[src/rtl/sr_ctrl_pkg.sv]
// Shared types and sizing helpers for the SR flag-bank controller.
// Widths that depend on block parameters are exposed as functions.
package sr_ctrl_pkg;

  typedef enum logic [1:0] {
    IDLE,
    DRIVE,
    VERIFY
  } state_t;

  localparam logic OP_CLR = 1'b0;
  localparam logic OP_SET = 1'b1;

  // Index width that never collapses to zero bits.
  function automatic int idxw(input int n);
    return (n > 1) ? $clog2(n) : 1;
  endfunction

  function automatic int rcw(input int max_retry);
    return (max_retry > 0) ? $clog2(max_retry + 1) : 1;
  endfunction

endpackage

[src/rtl/rr_arbiter.sv]
// Combinational round-robin picker: first set req bit at or after ptr, wrapping.
// Produces a one-hot grant plus the binary id of the winner.
module rr_arbiter
  import sr_ctrl_pkg::*;
#(
  parameter int N = 4
) (
  input  logic [N-1:0]         req,
  input  logic [idxw(N)-1:0]   ptr,
  output logic [N-1:0]         grant,
  output logic [idxw(N)-1:0]   id
);

  localparam int IDW = idxw(N);

  logic [2*N-1:0] w_rot;
  logic [IDW:0]   w_sum;
  logic           w_found;

  assign w_rot = {req, req} >> ptr;

  always_comb begin
    grant   = '0;
    id      = '0;
    w_sum   = '0;
    w_found = 1'b0;
    for (int k = 0; k < N; k++) begin
      if (!w_found && w_rot[k]) begin
        w_found = 1'b1;
        w_sum   = {1'b0, ptr} + (IDW+1)'(k);
        if (w_sum >= (IDW+1)'(N)) w_sum = w_sum - (IDW+1)'(N);
        id      = w_sum[IDW-1:0];
        grant   = N'(1) << w_sum[IDW-1:0];
      end
    end
  end

endmodule

[src/rtl/sr_bank_ctrl.sv]
// Arbitrates set/clear requests onto an SR flip-flop bank, drives one-cycle S/R
// pulses, verifies via Q read-back and retries; S and R are never both high.
module sr_bank_ctrl
  import sr_ctrl_pkg::*;
#(
  parameter int NREQ      = 4,
  parameter int NFLAGS    = 8,
  parameter int MAX_RETRY = 2
) (
  input  logic                        clk,
  input  logic                        rst_n,
  input  logic [NREQ-1:0]             req,
  input  logic [NREQ-1:0]             op,
  input  logic [NREQ*idxw(NFLAGS)-1:0] idx,
  output logic [NREQ-1:0]             gnt,
  output logic                        err,
  output logic                        fail_sticky,
  output logic                        busy,
  output logic [NFLAGS-1:0]           s_out,
  output logic [NFLAGS-1:0]           r_out,
  input  logic [NFLAGS-1:0]           q_in
);

  localparam int IDXW = idxw(NFLAGS);
  localparam int IDW  = idxw(NREQ);
  localparam int RCW  = rcw(MAX_RETRY);

  state_t            r_state, w_state_nxt;
  logic [IDW-1:0]    r_rr_ptr, r_cur_id, w_win_id;
  logic              r_cur_op, r_bad_idx, r_fail;
  logic [IDXW-1:0]   r_cur_idx;
  logic [RCW-1:0]    r_retry;
  logic [NFLAGS-1:0] r_s_out, r_r_out;

  logic [NREQ-1:0]   w_win_gnt;
  logic              w_any, w_req_op, w_req_bad, w_req_q, w_cur_q;
  logic [IDXW-1:0]   w_req_idx, w_drv_idx;
  logic [NFLAGS-1:0] w_req_mask, w_cur_mask, w_drv_mask;
  logic              w_ok, w_retry_ok, w_done, w_drv_op;

  rr_arbiter #(.N(NREQ)) u_arb (
    .req   (req),
    .ptr   (r_rr_ptr),
    .grant (w_win_gnt),
    .id    (w_win_id)
  );

  assign w_any     = |w_win_gnt;
  assign w_req_op  = op[w_win_id];
  assign w_req_idx = idx[w_win_id*IDXW +: IDXW];
  assign w_req_bad = int'(w_req_idx) >= NFLAGS;

  // Shifted masks read out-of-range indices as 0 instead of indexing past q_in.
  assign w_req_mask = NFLAGS'(1) << w_req_idx;
  assign w_cur_mask = NFLAGS'(1) << r_cur_idx;
  assign w_req_q    = |(q_in & w_req_mask);
  assign w_cur_q    = |(q_in & w_cur_mask);

  assign w_ok       = !r_bad_idx && (w_cur_q == r_cur_op);
  assign w_retry_ok = !r_bad_idx && (int'(r_retry) < MAX_RETRY);

  always_comb begin
    w_state_nxt = r_state;
    gnt         = '0;
    err         = 1'b0;
    w_done      = 1'b0;
    case (r_state)
      IDLE: begin
        if (w_any) begin
          if (w_req_bad || (w_req_q == w_req_op)) w_state_nxt = VERIFY;
          else                                     w_state_nxt = DRIVE;
        end
      end
      DRIVE: w_state_nxt = VERIFY;
      VERIFY: begin
        if (w_ok) begin
          gnt         = NREQ'(1) << r_cur_id;
          w_done      = 1'b1;
          w_state_nxt = IDLE;
        end else if (w_retry_ok) begin
          w_state_nxt = DRIVE;
        end else begin
          gnt         = NREQ'(1) << r_cur_id;
          err         = 1'b1;
          w_done      = 1'b1;
          w_state_nxt = IDLE;
        end
      end
      default: w_state_nxt = IDLE;
    endcase
  end

  // Drive target comes from the fresh winner on entry, else from the latched op.
  assign w_drv_idx  = (r_state == IDLE) ? w_req_idx : r_cur_idx;
  assign w_drv_op   = (r_state == IDLE) ? w_req_op  : r_cur_op;
  assign w_drv_mask = NFLAGS'(1) << w_drv_idx;

  always_ff @(posedge clk or negedge rst_n) begin
    if (!rst_n) begin
      r_state   <= IDLE;
      r_rr_ptr  <= '0;
      r_cur_id  <= '0;
      r_cur_op  <= 1'b0;
      r_cur_idx <= '0;
      r_bad_idx <= 1'b0;
      r_retry   <= '0;
      r_fail    <= 1'b0;
      r_s_out   <= '0;
      r_r_out   <= '0;
    end else begin
      r_state <= w_state_nxt;
      if (r_state == IDLE && w_any) begin
        r_cur_id  <= w_win_id;
        r_cur_op  <= w_req_op;
        r_cur_idx <= w_req_idx;
        r_bad_idx <= w_req_bad;
        r_retry   <= '0;
      end else if (r_state == VERIFY && w_state_nxt == DRIVE) begin
        r_retry <= r_retry + 1'b1;
      end
      if (w_done) begin
        r_rr_ptr <= (r_cur_id == IDW'(NREQ-1)) ? '0 : r_cur_id + 1'b1;
      end
      if (err) r_fail <= 1'b1;
      if (w_state_nxt == DRIVE) begin
        r_s_out <= (w_drv_op == OP_SET) ? w_drv_mask : '0;
        r_r_out <= (w_drv_op == OP_SET) ? '0 : w_drv_mask;
      end else begin
        r_s_out <= '0;
        r_r_out <= '0;
      end
    end
  end

  assign s_out       = r_s_out;
  assign r_out       = r_r_out;
  assign fail_sticky = r_fail;
  assign busy        = (r_state != IDLE);

endmodule

[config.mk]
export PLATFORM = sky130hd
export DESIGN_NAME = sr_bank_ctrl
export DESIGN_NICKNAME = d
export VERILOG_FILES = /design/src/rtl/sr_ctrl_pkg.sv /design/src/rtl/rr_arbiter.sv /design/src/rtl/sr_bank_ctrl.sv
export SDC_FILE = /design/constraint.sdc
export NUM_CORES = 1
export LEC_CHECK = 0
export CAP_MARGIN = 20
export CORE_ASPECT_RATIO = 2
export CORE_MARGIN = 2
export CORE_UTILIZATION = 41
export DETAILED_ROUTE_END_ITERATION = 6
export GPL_TIMING_DRIVEN = 0
export MAX_ROUTING_LAYER = met4
export PLACE_DENSITY = 0.66
export SLEW_MARGIN = 20
export SYNTH_ARGS = -nofsm -noshare
export SYNTH_HDL_FRONTEND = slang
export SYNTH_SLANG_ARGS = --single-unit
[constraint.sdc]
create_clock -name clk -period 3.9 [get_ports clk]
set_clock_uncertainty 0.2 [all_clocks]
set_input_delay 0.78 -clock clk [delete_from_list [all_inputs] [get_ports clk]]
set_output_delay 0.78 -clock clk [all_outputs]
set_load 0.02 [all_outputs]
Word level (Yosys, flattened, before mapping)
Index checks and enable logic that the tools add are counted.
{"block": "word_totals", "ff_bits": 29, "out_inout_bits": 23, "input_bits": 30, "elab_cells": 100}
{"block": "classes", "n_reduce_logical": 14, "muxes": 43, "eq_ne": 6, "magnitude_cmp": 6, "multipliers": 1, "add_sub_neg": 9, "shifts": 10, "bitwise": 2}
{"operator": "$mux 2", "count": 17}
{"operator": "$mux 8", "count": 4}
{"operator": "$mux 4", "count": 7}
{"operator": "$shl 1x3->8 const A", "count": 3}
{"operator": "$shl 1x2->4 const A", "count": 5}
{"operator": "$and 8x8->8", "count": 2}
{"operator": "$reduce_or 8->1", "count": 2}
{"operator": "$mux 1", "count": 12}
{"operator": "$shiftx 12x5->3", "count": 1}
{"operator": "$ge 3x3->1 const B", "count": 3}
{"operator": "$shr 8x2->4", "count": 1}
{"operator": "$sub 2x1->2 const B", "count": 4}
{"operator": "$add 2x2->3 const B", "count": 2}
{"operator": "$pmux 2 s3", "count": 1}
{"operator": "$logic_and 1x1->1", "count": 5}
{"operator": "$add 2x1->2 const B", "count": 2}
{"operator": "$eq 2x1->1 const B", "count": 2}
{"operator": "$eq 2x2->1 const B", "count": 2}
{"operator": "$mul 2x2->4 const B", "count": 1}
{"operator": "$reduce_bool 2->1", "count": 2}
{"operator": "$reduce_or 4->1", "count": 1}
{"operator": "$add 2x1->3 const B", "count": 1}
{"operator": "$ge 2x3->1 const B", "count": 1}
{"operator": "$logic_not 1->1", "count": 3}
{"operator": "other kinds (6)", "count": 7}

Longest topological paths before layout
Gate-level depths: netlist of the first run.
{"block": "depth", "word_depth": 25, "ltp_mapped": 12}

By module
Synthesis of the first run repeated with hierarchy kept, for this count alone.
{"block": "unflattened", "hier_cells": 239, "hier_area_um2": 2307.2}
{"module": "sr_bank_ctrl", "cells_per_inst": 179, "area_each_um2": 1853.0, "n_inst": 1, "seq_area_each_um2": 725.7}
{"module": "rr_arbiter", "cells_per_inst": 60, "area_each_um2": 454.2, "n_inst": 1, "seq_area_each_um2": 0.0}

Worst setup path before layout of the first run
OpenSTA, ideal clock, no wires.
{"block": "synth_path", "path_type": "input-to-reg", "from": "input req[2]", "to": "register r_state[0]", "t_required_ps": 3576, "setup_time_ps": 124, "arrival_ps": 2914, "path_slack_ps": 662, "n_path_buf": 2, "cell_stages": 11, "path_cell_list": "buf_2 > or3b_1 > o221ai_1 > buf_4 > mux2_1 > o211ai_1 > o21ai_1 > o211ai_1 > and3_4 > nor3_2 > a211o_1"}
{"block": "synth_between", "elab_chain_cells": 20, "word_cells_on_any_way": 30, "cone_classes": "mul (1); eq/ne (1); shift (3); mux (16); bitwise (1); reduce/logical (8)"}
{"item": "from (decl)", "line_no": "sr_bank_ctrl.sv:12", "rtl": "input logic [NREQ-1:0] req,"}
{"item": "$shr 8x2->4 (*)", "line_no": "rr_arbiter.sv:20", "rtl": "assign w_rot = {req, req} >> ptr;"}
{"item": "$mux 1", "line_no": "rr_arbiter.sv:28", "rtl": "if (!w_found && w_rot[k]) begin"}
{"item": "$logic_not 1->1", "line_no": "rr_arbiter.sv:28"}
{"item": "$logic_and 1x1->1", "line_no": "rr_arbiter.sv:28"}
{"item": "$mux 1", "line_no": "rr_arbiter.sv:28"}
{"item": "$logic_not 1->1", "line_no": "rr_arbiter.sv:28"}
{"item": "$logic_and 1x1->1", "line_no": "rr_arbiter.sv:28"}
{"item": "$mux 1", "line_no": "rr_arbiter.sv:28"}
{"item": "[... 5 more ...]"}
{"item": "$shl 1x3->8", "line_no": "sr_bank_ctrl.sv:54", "rtl": "assign w_req_mask = NFLAGS'(1) << w_req_idx;"}
{"item": "$and 8x8->8", "line_no": "sr_bank_ctrl.sv:56", "rtl": "assign w_req_q = |(q_in & w_req_mask);"}
{"item": "$reduce_or 8->1", "line_no": "sr_bank_ctrl.sv:56"}
{"item": "$eq 1x1->1", "line_no": "sr_bank_ctrl.sv:70", "rtl": "if (w_req_bad || (w_req_q == w_req_op)) w_state_nxt = VERIFY;"}
{"item": "$mux 2", "line_no": "sr_bank_ctrl.sv:70"}
{"item": "$mux 2 (*)", "line_no": "sr_bank_ctrl.sv:69", "rtl": "if (w_any) begin"}
{"item": "$pmux 2 s3 (*)", "line_no": "sr_bank_ctrl.sv:67", "rtl": "case (r_state)"}
{"item": "via w_state_nxt[0]", "line_no": "sr_bank_ctrl.sv:28", "rtl": "state_t r_state, w_state_nxt;"}
{"item": "to (signal assigned)", "line_no": "sr_bank_ctrl.sv:111", "rtl": "r_state <= w_state_nxt;"}
{"item": "to (decl)", "line_no": "sr_bank_ctrl.sv:28"}
Mark *: on every way through the listed nets, which the timed path passes. The rest lies on a longest branch. The select of a mux whose other input is x is not followed.
A chain may end at the register's enable or synchronous reset.

Final worst setup path of the first run
{"block": "layout_path", "from": "input q_in[3]", "to": "output gnt[3]"}
{"block": "layout_between", "elab_chain_cells": 5}
{"item": "from (decl)", "line_no": "sr_bank_ctrl.sv:21", "rtl": "input logic [NFLAGS-1:0] q_in"}
{"item": "$and 8x8->8", "line_no": "sr_bank_ctrl.sv:57", "rtl": "assign w_cur_q = |(q_in & w_cur_mask);"}
{"item": "$reduce_or 8->1", "line_no": "sr_bank_ctrl.sv:57"}
{"item": "$eq 1x1->1", "line_no": "sr_bank_ctrl.sv:59", "rtl": "assign w_ok = !r_bad_idx && (w_cur_q == r_cur_op);"}
{"item": "$mux 4", "line_no": "sr_bank_ctrl.sv:76", "rtl": "if (w_ok) begin"}
{"item": "$mux 4", "line_no": "sr_bank_ctrl.sv:67"}
{"item": "to (decl)", "line_no": "sr_bank_ctrl.sv:15", "rtl": "output logic [NREQ-1:0] gnt,"}
No other way between the ends.

==> metrics.md, run 1 <==
| Metric | Value |
|---|---|
| Combinational power share | `70.2%` |
| Initial antenna violation count | `0` |
| Mapped cell area | `0.00228 mm2` |
| Htree depth | `2` |
| Peak VDD IR | `0.693 mV` |
| Post-synth top cells | `29 x dfrtp_1, 23 x nand2_1, 21 x nor2_1` |
| CTS clk-pin slew, worst paths | `0.07 ns` |
| Final WS setup | `0.133 ns` |
| Cells after Synth | `247` |
| Max cap viols | `0` |
| Avg WL per Cell | `16.8 um` |
| Setup-failing EPs final | `0` |
| First-pass GRT wire length | `10000 um` |
| Diode count | `0` |
| Hold path depth | `1` |
| Area growth syn-to-layout | `30.2%` |
| Post-synthesis adder-cell area fraction | `6.03%` |
| Die width | `56.7 um` |
| TritonCTS Buffers | `5` |
| Ys flop type | `dfrtp_1` |
| Largest family of logic cells by synthesized area | `simple AND/OR/NAND/NOR gates` |
| Total gr overflow | `0` |
| Core Region | `0.00542 mm2` |
| Max Freq | `0.265 GHz` |
| FF+latch count, synth | `29` |
| Clock Latency Late Sink | `0.27 ns` |
| Power per cell area | `810 mW/mm2` |
| GRT Util Overall | `21.2%` |
| Worst Hold Path EP | `fail_sticky` |
| Final core area utilization | `54.8%` |
| Status | `completed` |
| Xor and xnor fraction of the mapped netlist area | `0.768%` |
| Endpoints failing hold | `0` |
| Worst setup SP type | `primary input` |
| Num Clock Sinks | `29` |
| Largest net degree at the start of global routing | `30` |
| Drt initial violations | `144` |
| DP Worst Slack | `-0.445 ns` |
| Post-synth EDFFs | `0` |
| Clock Tree Root | `clkbuf_8` |
| Post-route DRC violation count | `0` |
| Critical Path AT | `2.79 ns` |
| R2R setup slack | `0.48 ns` |
| Final critical-path required period | `3.77 ns` |
| Simple-Gate Fraction of Synth Area | `22.9%` |
| RR Endpoint | `r_out[5]` |
| P_int | `1200 uW` |
| Crit path required time | `2.92 ns` |
| Hold-fix buffer count after cts | `0` |
| Unrepaired setup endpoints after global routing | `false` |
| Area share of the largest cell type after synthesis | `31.8%` |
| DR pass1 iterations | `4` |
| Sw Ratio | `50.1%` |
| Initial core utilization | `42.1%` |
| Setup crit end kind | `output port` |
| Synthesis warning total | `0` |
| Number of global-route vias before repair | `2198` |
| Die H | `109 um` |
| Mux contribution to synthesized area | `11.6%` |
| R2R Path Start | `r_rr_ptr[0]` |
| Io pins | `53` |
| FP Rows | `38` |
| Clk buf depth | `2` |
| ANT nets after route | `0` |
| Slew @ Worst Pin | `0.661 ns` |
| Clock Power Share | `9.9%` |
| Max Fanout on Critical Path | `4` |
| Rel. slew slack | `55.7%` |
| Fin Setup TNS | `0 ns` |
| Async set or reset register ratio after synthesis | `100%` |
| Share of layout cells above drive strength 1 | `15.0%` |
| WL final | `6180 um` |
| Seq/Total Area, Yosys | `31.8%` |
| Placer Congestion | `0.924` |
| Fin nets | `347` |
| Top cells by area, synth | `dfrtp_1 32%, ha_1 6.0%, mux2i_1 4.4%` |
| Via density | `5.87` |
| Switching pwr | `1200 uW` |
| Most frequent cell after synthesis | `dfrtp_1` |
| FF-to-FF path depth | `11` |
| Final period util | `96.6%` |
| HP Start | `fail_sticky` |
| CTS tree | `built` |
| Hold Path Class | `flop to flop` |
| Synth Area in Compound Gates | `21.5%` |
| Cell variety after synth | `62` |
| Syn_nets | `288` |
| Synthesized area per cell | `9.23 um2` |
| Routed via count | `2155` |
| Area of the die | `0.00621 mm2` |
| Max Slew Vio Count | `0` |
| Detail Placement HPWL | `4890 um` |
| Leak Pwr | `0.00127 uW` |
| I/O Buffers | `50` |
| Seq pwr share | `19.9%` |
| Setup CP Type | `primary input to output port` |
| Cell taking the most area after synthesis | `dfrtp_1` |
-- placed cells by master (no fill, tap or decap), drive strengths merged, types with 3 or more instances in the layout --
cell and instances:
clkdlybuf4s50 44, dfrtp 29, nand2 25, nor2 22, nor3 19, inv 13
o211ai 12, o22ai 12, ha 11, mux2i 11, buf 11, clkbuf 11
o21ai 6, mux2 6, nand2b 5, and2 5, and3 5, a22o 4
o31ai 4, nor3b 3, a21oi 3, nand3 3, dlygate4sd2 3, mux4 3
clkinv 3
-- power by group through the flow --
stage	sequential, uW	clock (uW)	combinational [uW]
final	478	239	1690
after global routing	492	257	1850
after global placement	480	0	1610
after CTS	478	247	1680
after floorplan	489	0	1200
after detailed placement	480	0	1630
-- area by class of cell --
type	instances	area (um2)
Timing Repair Buffer	52	497
Clock inverter	3	17.5
Fill cell	515	2450
Tap cell	60	75.1
Multi-Input combinational cell	192	1460
Buffer	12	72.6
Sequential cell	29	726
Clock buffer	5	68.8
Inverter	14	52.6
-- how the worst max path moves through the flow --
stage	end	from	slack (ns)
floorplan	r_state[0]	req[2]	0.66
global placement	gnt[1]	q_in[6]	-0.45
detailed placement	gnt[1]	q_in[3]	-0.45
CTS	gnt[1]	q_in[4]	0.007
global route	r_state[0]	req[2]	0.02
finish	gnt[3]	q_in[3]	0.13
-- critical path: stages --
cell             delay [ns]
clkdlybuf4s50_1        0.45
mux4_2                 0.49
mux2i_4                0.20
xnor2_2                0.16
nor2_1                 0.07
nor2_2                 0.17
and2_1                 0.14
dlygate4sd2_1          0.32
-- flip-flops by register name, summed over array words and instances (netlist names) --
register and flops:
r_out 8, s_out 8, r_cur_idx 3, r_cur_id 2, r_retry 2, r_rr_ptr 2, r_state 2, fail_sticky 1
r_cur_op 1
-- logic make-up after synthesis --
kind of cell / after synthesis
simple gates: 97
compound gates: 62
flops: 29
buf+inv: 26
mux: 20
fa+ha+maj: 11
xor+xnor: 2
-- routing by layer --
layer / GRT usage (%) / vias up / routed length (um)
met5: - / - / 0
met1: 20.0 / 1033 / 2170
met3: 2.24 / 19 / 242
met2: 41.8 / 72 / 3550
met4: 9.80 / 0 / 215
li1: - / 1031 / -
-- through the flow --
| stage | instance area, um2 | power (uW) | instances | hold slack (ns) |
|---|---|---|---|---|
| after detailed placement | 2850 | 2110 | 357 | 0.259 |
| after CTS | 2970 | 2400 | 366 | 0.275 |
| after global routing | 2970 | 2600 | 367 | 0.287 |
| final | 2970 | 2410 | 367 | 0.267 |
| after global placement | 2860 | 2090 | 357 | 0.251 |
| after floorplan | 2280 | 1680 | 247 | 0.284 |
-- timing repair --
item                                    in CTS  in global routing
pin swaps                                    2                  1
endpoints found under the setup margin       6                 13
resized for setup                           12                  3
setup buffers                                1                  1
No activity file was read; power rests on OpenSTA's default activity.
==> run 2, diff against run 1 <==
--- a/config.mk
+++ b/config.mk
@@ -13,6 +13,7 @@
 export GPL_TIMING_DRIVEN = 0
 export MAX_ROUTING_LAYER = met4
 export PLACE_DENSITY = 0.66
+export SKIP_CTS_REPAIR_TIMING = 1
 export SLEW_MARGIN = 20
 export SYNTH_ARGS = -nofsm -noshare
 export SYNTH_HDL_FRONTEND = slang
==> run 2 against run 1 <==
Largest power group unchanged. Via count is 0.93% lower. Setup slack better by 0.029 ns. Critical path depth stayed put. Sequential power hardly changed. Sequential share of layout area is 0.12 points lower. Clock-buffer cell count stayed put. Routed wire length hardly changed. Register-to-register slack better by 0.02 ns. Critical path type unchanged. Cell count is 0.27% lower. Global-route usage is 0.080 points lower. Utilization is 0.28 points higher.
==> metrics.md, run 2 (synthesis results as in run 1) <==
| Metric | Value |
|---|---|
| Avg WL per Cell | `16.9 um (+0.34%)` |
| Crit path required time | `2.92 ns (about the same)` |
| Setup CP Type | `primary input to output port` |
| Most common cell after layout, fill and taps aside | `clkdlybuf4s50_1` |
| CTS tree | `built` |
| Final period util | `95.8% (-0.76 points)` |
| Diode count | `0 (unchanged)` |
| Final WS setup | `0.162 ns (+0.0295 ns)` |
| Slew @ Worst Pin | `0.654 ns (-0.00626 ns)` |
| Clock Latency Late Sink | `0.27 ns (about the same)` |
| FF-to-FF path depth | `11 (unchanged)` |
| Max Freq | `0.268 GHz (+0.79%)` |
| Power per cell area | `803 mW/mm2 (-0.86%)` |
| Critical Path AT | `2.76 ns (-0.03 ns)` |
| TritonCTS Buffers | `5 (unchanged)` |
| Drt initial violations | `112 (-22%)` |
| Largest net degree at the start of global routing | `30 (unchanged)` |
| DR pass1 iterations | `4 (unchanged)` |
| Core Region | `0.00542 mm2 (unchanged)` |
| Area growth syn-to-layout | `30.8%` |
| Crit path max-delay cell type | `mux4_2` |
| Die width | `56.7 um (unchanged)` |
| Max cap viols | `0 (unchanged)` |
| Dpl cell area | `0.00285 mm2 (unchanged)` |
| Hold Path Class | `flop to flop` |
| Num Clock Sinks | `29 (unchanged)` |
| Post-route DRC violation count | `0 (unchanged)` |
| Leak Pwr | `0.00133 uW (+5.4%)` |
| Die H | `109 um (unchanged)` |
| HP Start | `fail_sticky` |
| Max Slew Vio Count | `0 (unchanged)` |
| Clock Tree Root | `clkbuf_8` |
| CP Cell Sequence | `clkdlybuf4s50_1, mux4_2, mux2i_2, xnor2_2, nor2_1, nor2_4, and2_1, dlymetal6s2s_1` |
| Endpoints failing hold | `0 (unchanged)` |
| FP Rows | `38 (unchanged)` |
| Final core area utilization | `55.1% (+0.28 points)` |
| Final critical-path required period | `3.74 ns (-0.0295 ns)` |
| GRT Util Overall | `21.2% (-0.080 points)` |
| Peak VDD IR | `0.693 mV (-0.14%)` |
| I/O Buffers | `50 (unchanged)` |
| Setup crit end kind | `output port` |
| Rel. slew slack | `56.1% (+0.42 points)` |
| Detail Placement HPWL | `4890 um (unchanged)` |
| Fin nets | `346 (-0.29%)` |
| Total gr overflow | `0 (unchanged)` |
| Fin Setup TNS | `0 ns (unchanged)` |
| Number of global-route vias before repair | `2184 (-0.64%)` |
| Area of the die | `0.00621 mm2 (unchanged)` |
| Max Fanout on Critical Path | `8 (+4)` |
| Pwr Total | `2400 uW (-0.36%)` |
| CTS clk-pin slew, worst paths | `0.07 ns (about the same)` |
| Design area | `0.00298 mm2 (+0.51%)` |
| Worst Hold Path EP | `fail_sticky` |
| Most frequent cells in the layout | `44 x clkdlybuf4s50_1, 29 x dfrtp_1, 23 x nand2_1` |
| DP Worst Slack | `-0.445 ns (unchanged)` |
| RR Endpoint | `r_out[5]` |
| Worst setup SP type | `primary input` |
| Unrepaired setup endpoints after global routing | `false` |
| Setup-failing EPs final | `0 (unchanged)` |
| R2R setup slack | `0.50 ns (+0.02 ns)` |
| Io pins | `53 (unchanged)` |
| Initial core utilization | `42.1% (unchanged)` |
| R2R Path Start | `r_rr_ptr[0]` |
| WL final | `6180 um (about the same)` |
| Placer Congestion | `0.924 (unchanged)` |
| Clk buf depth | `2 (unchanged)` |
| Share of layout cells above drive strength 1 | `14.1% (-0.93 points)` |
| Crit-path max cell delay | `0.47 ns (-0.02 ns)` |
| Filler cells | `511 (-0.78%)` |
| Routed via count | `2135 (-0.93%)` |
| First-pass GRT wire length | `9990 um (-0.20%)` |
| Initial antenna violation count | `0 (unchanged)` |
| Htree depth | `2 (unchanged)` |
| Hold path depth | `1 (unchanged)` |
| ANT nets after route | `0 (unchanged)` |
| Status | `completed` |
| Via density | `5.83 (-0.66%)` |
run 2: critical path: cells and delay by family:
kind	cells	cell delay, ns
buffers and inverters	2	0.66
muxes	2	0.74
and+or+nand+nor	3	0.40
xor gates and xnor gates	1	0.18
run 2: area by class of cell:
class / instances / area (um2) / area share (%)
plain buffers: 12 / 72.6 / 2.43
flip-flops and latches: 29 / 726 / 24.3
clock inverters: 3 / 17.5 / 0.587
repair buffers: 51 / 515 / 17.3
clock buffers: 5 / 68.8 / 2.31
multi-input cells: 192 / 1460 / 48.8
inverters: 14 / 52.6 / 1.76
well taps: 60 / 75.1 / 2.52
run 2: worst max path at each step:
stage,cells past startpoint,to,startpoint
global route,12,r_state[0],req[2]
CTS,8,gnt[1],q_in[3]
floorplan,11,r_state[0],req[2]
finish,8,gnt[1],q_in[3]
detailed placement,8,gnt[1],q_in[3]
global placement,8,gnt[1],q_in[6]
run 2: report_power, final:
part / internal [uW] / switching, uW
clock network: 123 / 116
logic: 684 / 998
registers: 388 / 87.9
run 2: per-stage QoR:
step	std cells	hold WS, ns
after floorplan	247	0.284
after global placement	357	0.251
after detailed placement	357	0.259
after CTS	365	0.275
after global routing	366	0.287
final	366	0.267
run 2: routing by layer:
metal / part of all wire, % / track usage [%] / up-vias
li1: - / - / 1025
met1: 36 / 20.1 / 1032
met2: 57 / 41.5 / 57
met3: 3.3 / 2.12 / 21
met4: 3.9 / 9.80 / 0
met5: 0 / - / -
==> run 3, diff against run 2 <==
--- a/config.mk
+++ b/config.mk
@@ -7,7 +7,6 @@
 export LEC_CHECK = 0
 export CAP_MARGIN = 20
 export CORE_ASPECT_RATIO = 2
-export CORE_MARGIN = 2
 export CORE_UTILIZATION = 41
 export DETAILED_ROUTE_END_ITERATION = 6
 export GPL_TIMING_DRIVEN = 0
==> run 3 against run 2 <==
Non-clock buffer count rose by 1. Hold slack barely moved. Clock-buffer cell count did not move. Routed wire length fell by 0.57%. Clock power rose by 2%. Critical path type is now primary input to flop. Largest cell class unchanged.
==> metrics.md, run 3 (synthesis results as in run 1) <==
| Metric | Value |
|---|---|
| Routed via count | `2128 (-0.33%)` |
| Final period util | `96.6% (+0.72 points)` |
| Dpl cell area | `0.00285 mm2 (unchanged)` |
| Area of the multi-input gates | `0.00146 mm2 (+0.26%)` |
| Avg WL per Cell | `16.8 um (-0.84%)` |
| Peak VDD IR | `0.565 mV (-18%)` |
| Final critical-path required period | `3.77 ns (+0.0282 ns)` |
| Met3 wire length | `138 um (-33%)` |
| CTS tree | `built` |
| FF/Latch Area | `726 um2 (unchanged)` |
| Crit path max-delay cell type | `clkdlybuf4s50_1` |
| R2R Path Start | `r_rr_ptr[0]` |
| Hold path depth | `1 (unchanged)` |
| Max cap viols | `0 (unchanged)` |
| Largest net degree at the start of global routing | `30 (unchanged)` |
| Combinational power share | `70.2% (about the same)` |
| Via density | `5.80 (-0.60%)` |
| Final core area utilization | `55.7% (+0.63 points)` |
| CP Cell Sequence | `clkdlybuf4s50_1, buf_2, or3b_1, o221ai_1, buf_4, mux2_1, o211ai_1, o21ai_2, o211ai_1, and3_4, nor3_2, a211o_1` |
| Met2 wire length | `3650 um (+3.6%)` |
| Unrepaired setup endpoints after global routing | `false` |
| Fin nets | `347 (+0.29%)` |
| Rel. slew slack | `56.3% (+0.14 points)` |
| FF-to-FF path depth | `10 (-1)` |
| Most frequent cells in the layout | `44 x clkdlybuf4s50_1, 29 x dfrtp_1, 23 x nand2_1` |
| HP Start | `fail_sticky` |
| Most common cell after layout, fill and taps aside | `clkdlybuf4s50_1` |
| Filler cells | `534 (+4.5%)` |
| Area of the die | `0.00588 mm2 (-5.3%)` |
| ANT nets after route | `0 (unchanged)` |
| Htree depth | `2 (unchanged)` |
| Initial core utilization | `42.5% (+0.37 points)` |
| Critical path buffers and inverters | `3 (+1)` |
| Clock Power Share | `10.1% (about the same)` |
| Initial antenna violation count | `0 (unchanged)` |
| Leak Pwr | `0.00134 uW (+0.44%)` |
| FP Rows | `38 (unchanged)` |
| Power per cell area | `807 mW/mm2 (+0.48%)` |
| TritonCTS Buffers | `5 (unchanged)` |
| Clock Tree Root | `clkbuf_8` |
| Setup CP Type | `primary input to flop` |
| Hold Path Class | `flop to flop` |
| CTS clk-pin slew, worst paths | `0.07 ns (about the same)` |
| P_int | `1200 uW (+0.77%)` |
| Die width | `54.7 um (-3.5%)` |
| CP most frequent cell | `o211ai_1` |
| Uppermost layer routed | `met4` |
| WL final | `6150 um (-0.57%)` |
| Post-route DRC violation count | `0 (unchanged)` |
| Area growth syn-to-layout | `31.2%` |
| Io pins | `53 (unchanged)` |
| Detail Placement HPWL | `4830 um (-1.1%)` |
| I/O Buffers | `50 (unchanged)` |
| Fin Setup TNS | `0 ns (unchanged)` |
| Diode count | `0 (unchanged)` |
| DR pass1 iterations | `4 (unchanged)` |
| Total gr overflow | `0 (unchanged)` |
| Crit-path max cell delay | `0.47 ns (about the same)` |
| Endpoints failing hold | `0 (unchanged)` |
| Seq pwr share | `19.7% (about the same)` |
| Num Clock Sinks | `29 (unchanged)` |
| Die H | `107 um (-1.8%)` |
| Sw Ratio | `50.1% (about the same)` |
| Max Freq | `0.266 GHz (-0.75%)` |
| Slew @ Worst Pin | `0.656 ns (+0.00151 ns)` |
| Design area | `0.00299 mm2 (+0.25%)` |
| Worst setup SP type | `primary input` |
| Setup-failing EPs final | `0 (unchanged)` |
| Clock Latency Late Sink | `0.28 ns (about the same)` |
| First-pass GRT wire length | `9650 um (-3.5%)` |
| Switching pwr | `1210 uW (+0.70%)` |
| Share of layout cells above drive strength 1 | `14.3% (+0.28 points)` |
| Delay-heaviest family, CP | `buffers and inverters` |
| RR Endpoint | `r_out[3]` |
| Critical Path AT | `3.73 ns (+0.97 ns)` |
| Number of global-route vias before repair | `2133 (-2.3%)` |
| Placer Congestion | `0.861 (-6.9%)` |
| Max Fanout on Critical Path | `10 (+2)` |
| Setup crit end kind | `flop` |
| Clk buf depth | `2 (unchanged)` |
| Crit path required time | `3.87 ns (+0.95 ns)` |
| GRT Util Overall | `23.5% (+2.3 points)` |
| M1 WL | `2190 um (-1.4%)` |
| Status | `completed` |
| Pwr Total | `2410 uW (+0.73%)` |
| Max Slew Vio Count | `0 (unchanged)` |
| R2R setup slack | `0.51 ns (about the same)` |
| Worst Hold Path EP | `fail_sticky` |
| Core Region | `0.00537 mm2 (-0.88%)` |
| Drt initial violations | `73 (-35%)` |
[run 3: area by class of cell]
class / count / share of cell area [%]
Multi-Input combinational cell: 192 / 48.8
Inverter: 14 / 1.76
Buffer: 12 / 2.30
Sequential cell: 29 / 24.3
Clock buffer: 5 / 2.30
Timing Repair Buffer: 52 / 17.5
Clock inverter: 3 / 0.586
Tap cell: 60 / 2.51
[run 3: layer usage]
metal / global-route usage, % / vias to the layer above
met1: 21.6 / 1044
met4: 10.1 / 0
met2: 44.7 / 45
li1: - / 1026
met3: 1.98 / 13
met5: - / -
[run 3: how the worst max path moves through the flow]
stage | startpoint | end | slack (ns) | depth (start not counted)
5_1_grt | req[2] | r_state[0] | 0.01 | 12
2_1_floorplan | req[2] | r_state[0] | 0.66 | 11
3_5_place_dp | q_in[7] | gnt[3] | -0.49 | 8
3_3_place_gp | q_in[7] | gnt[3] | -0.48 | 8
4_1_cts | q_in[7] | gnt[1] | -0.49 | 8
6_report | req[2] | r_state[0] | 0.13 | 12
[run 3: power groups by stage]
stage,clock [uW],sequential (uW),combinational [uW]
finish,243,476,1700
floorplan,0,489,1200
global route,261,490,1840
global placement,0,479,1610
CTS,250,473,1630
detailed placement,0,478,1630
[run 3: metrics by stage]
step           setup WS, ns  hold slack (ns)  instances
5_1_grt              0.0127            0.307        367
3_5_place_dp         -0.493            0.262        357
2_1_floorplan         0.662            0.284        247
4_1_cts              -0.494            0.279        365
6_report              0.134            0.268        367
3_3_place_gp         -0.479            0.251        357
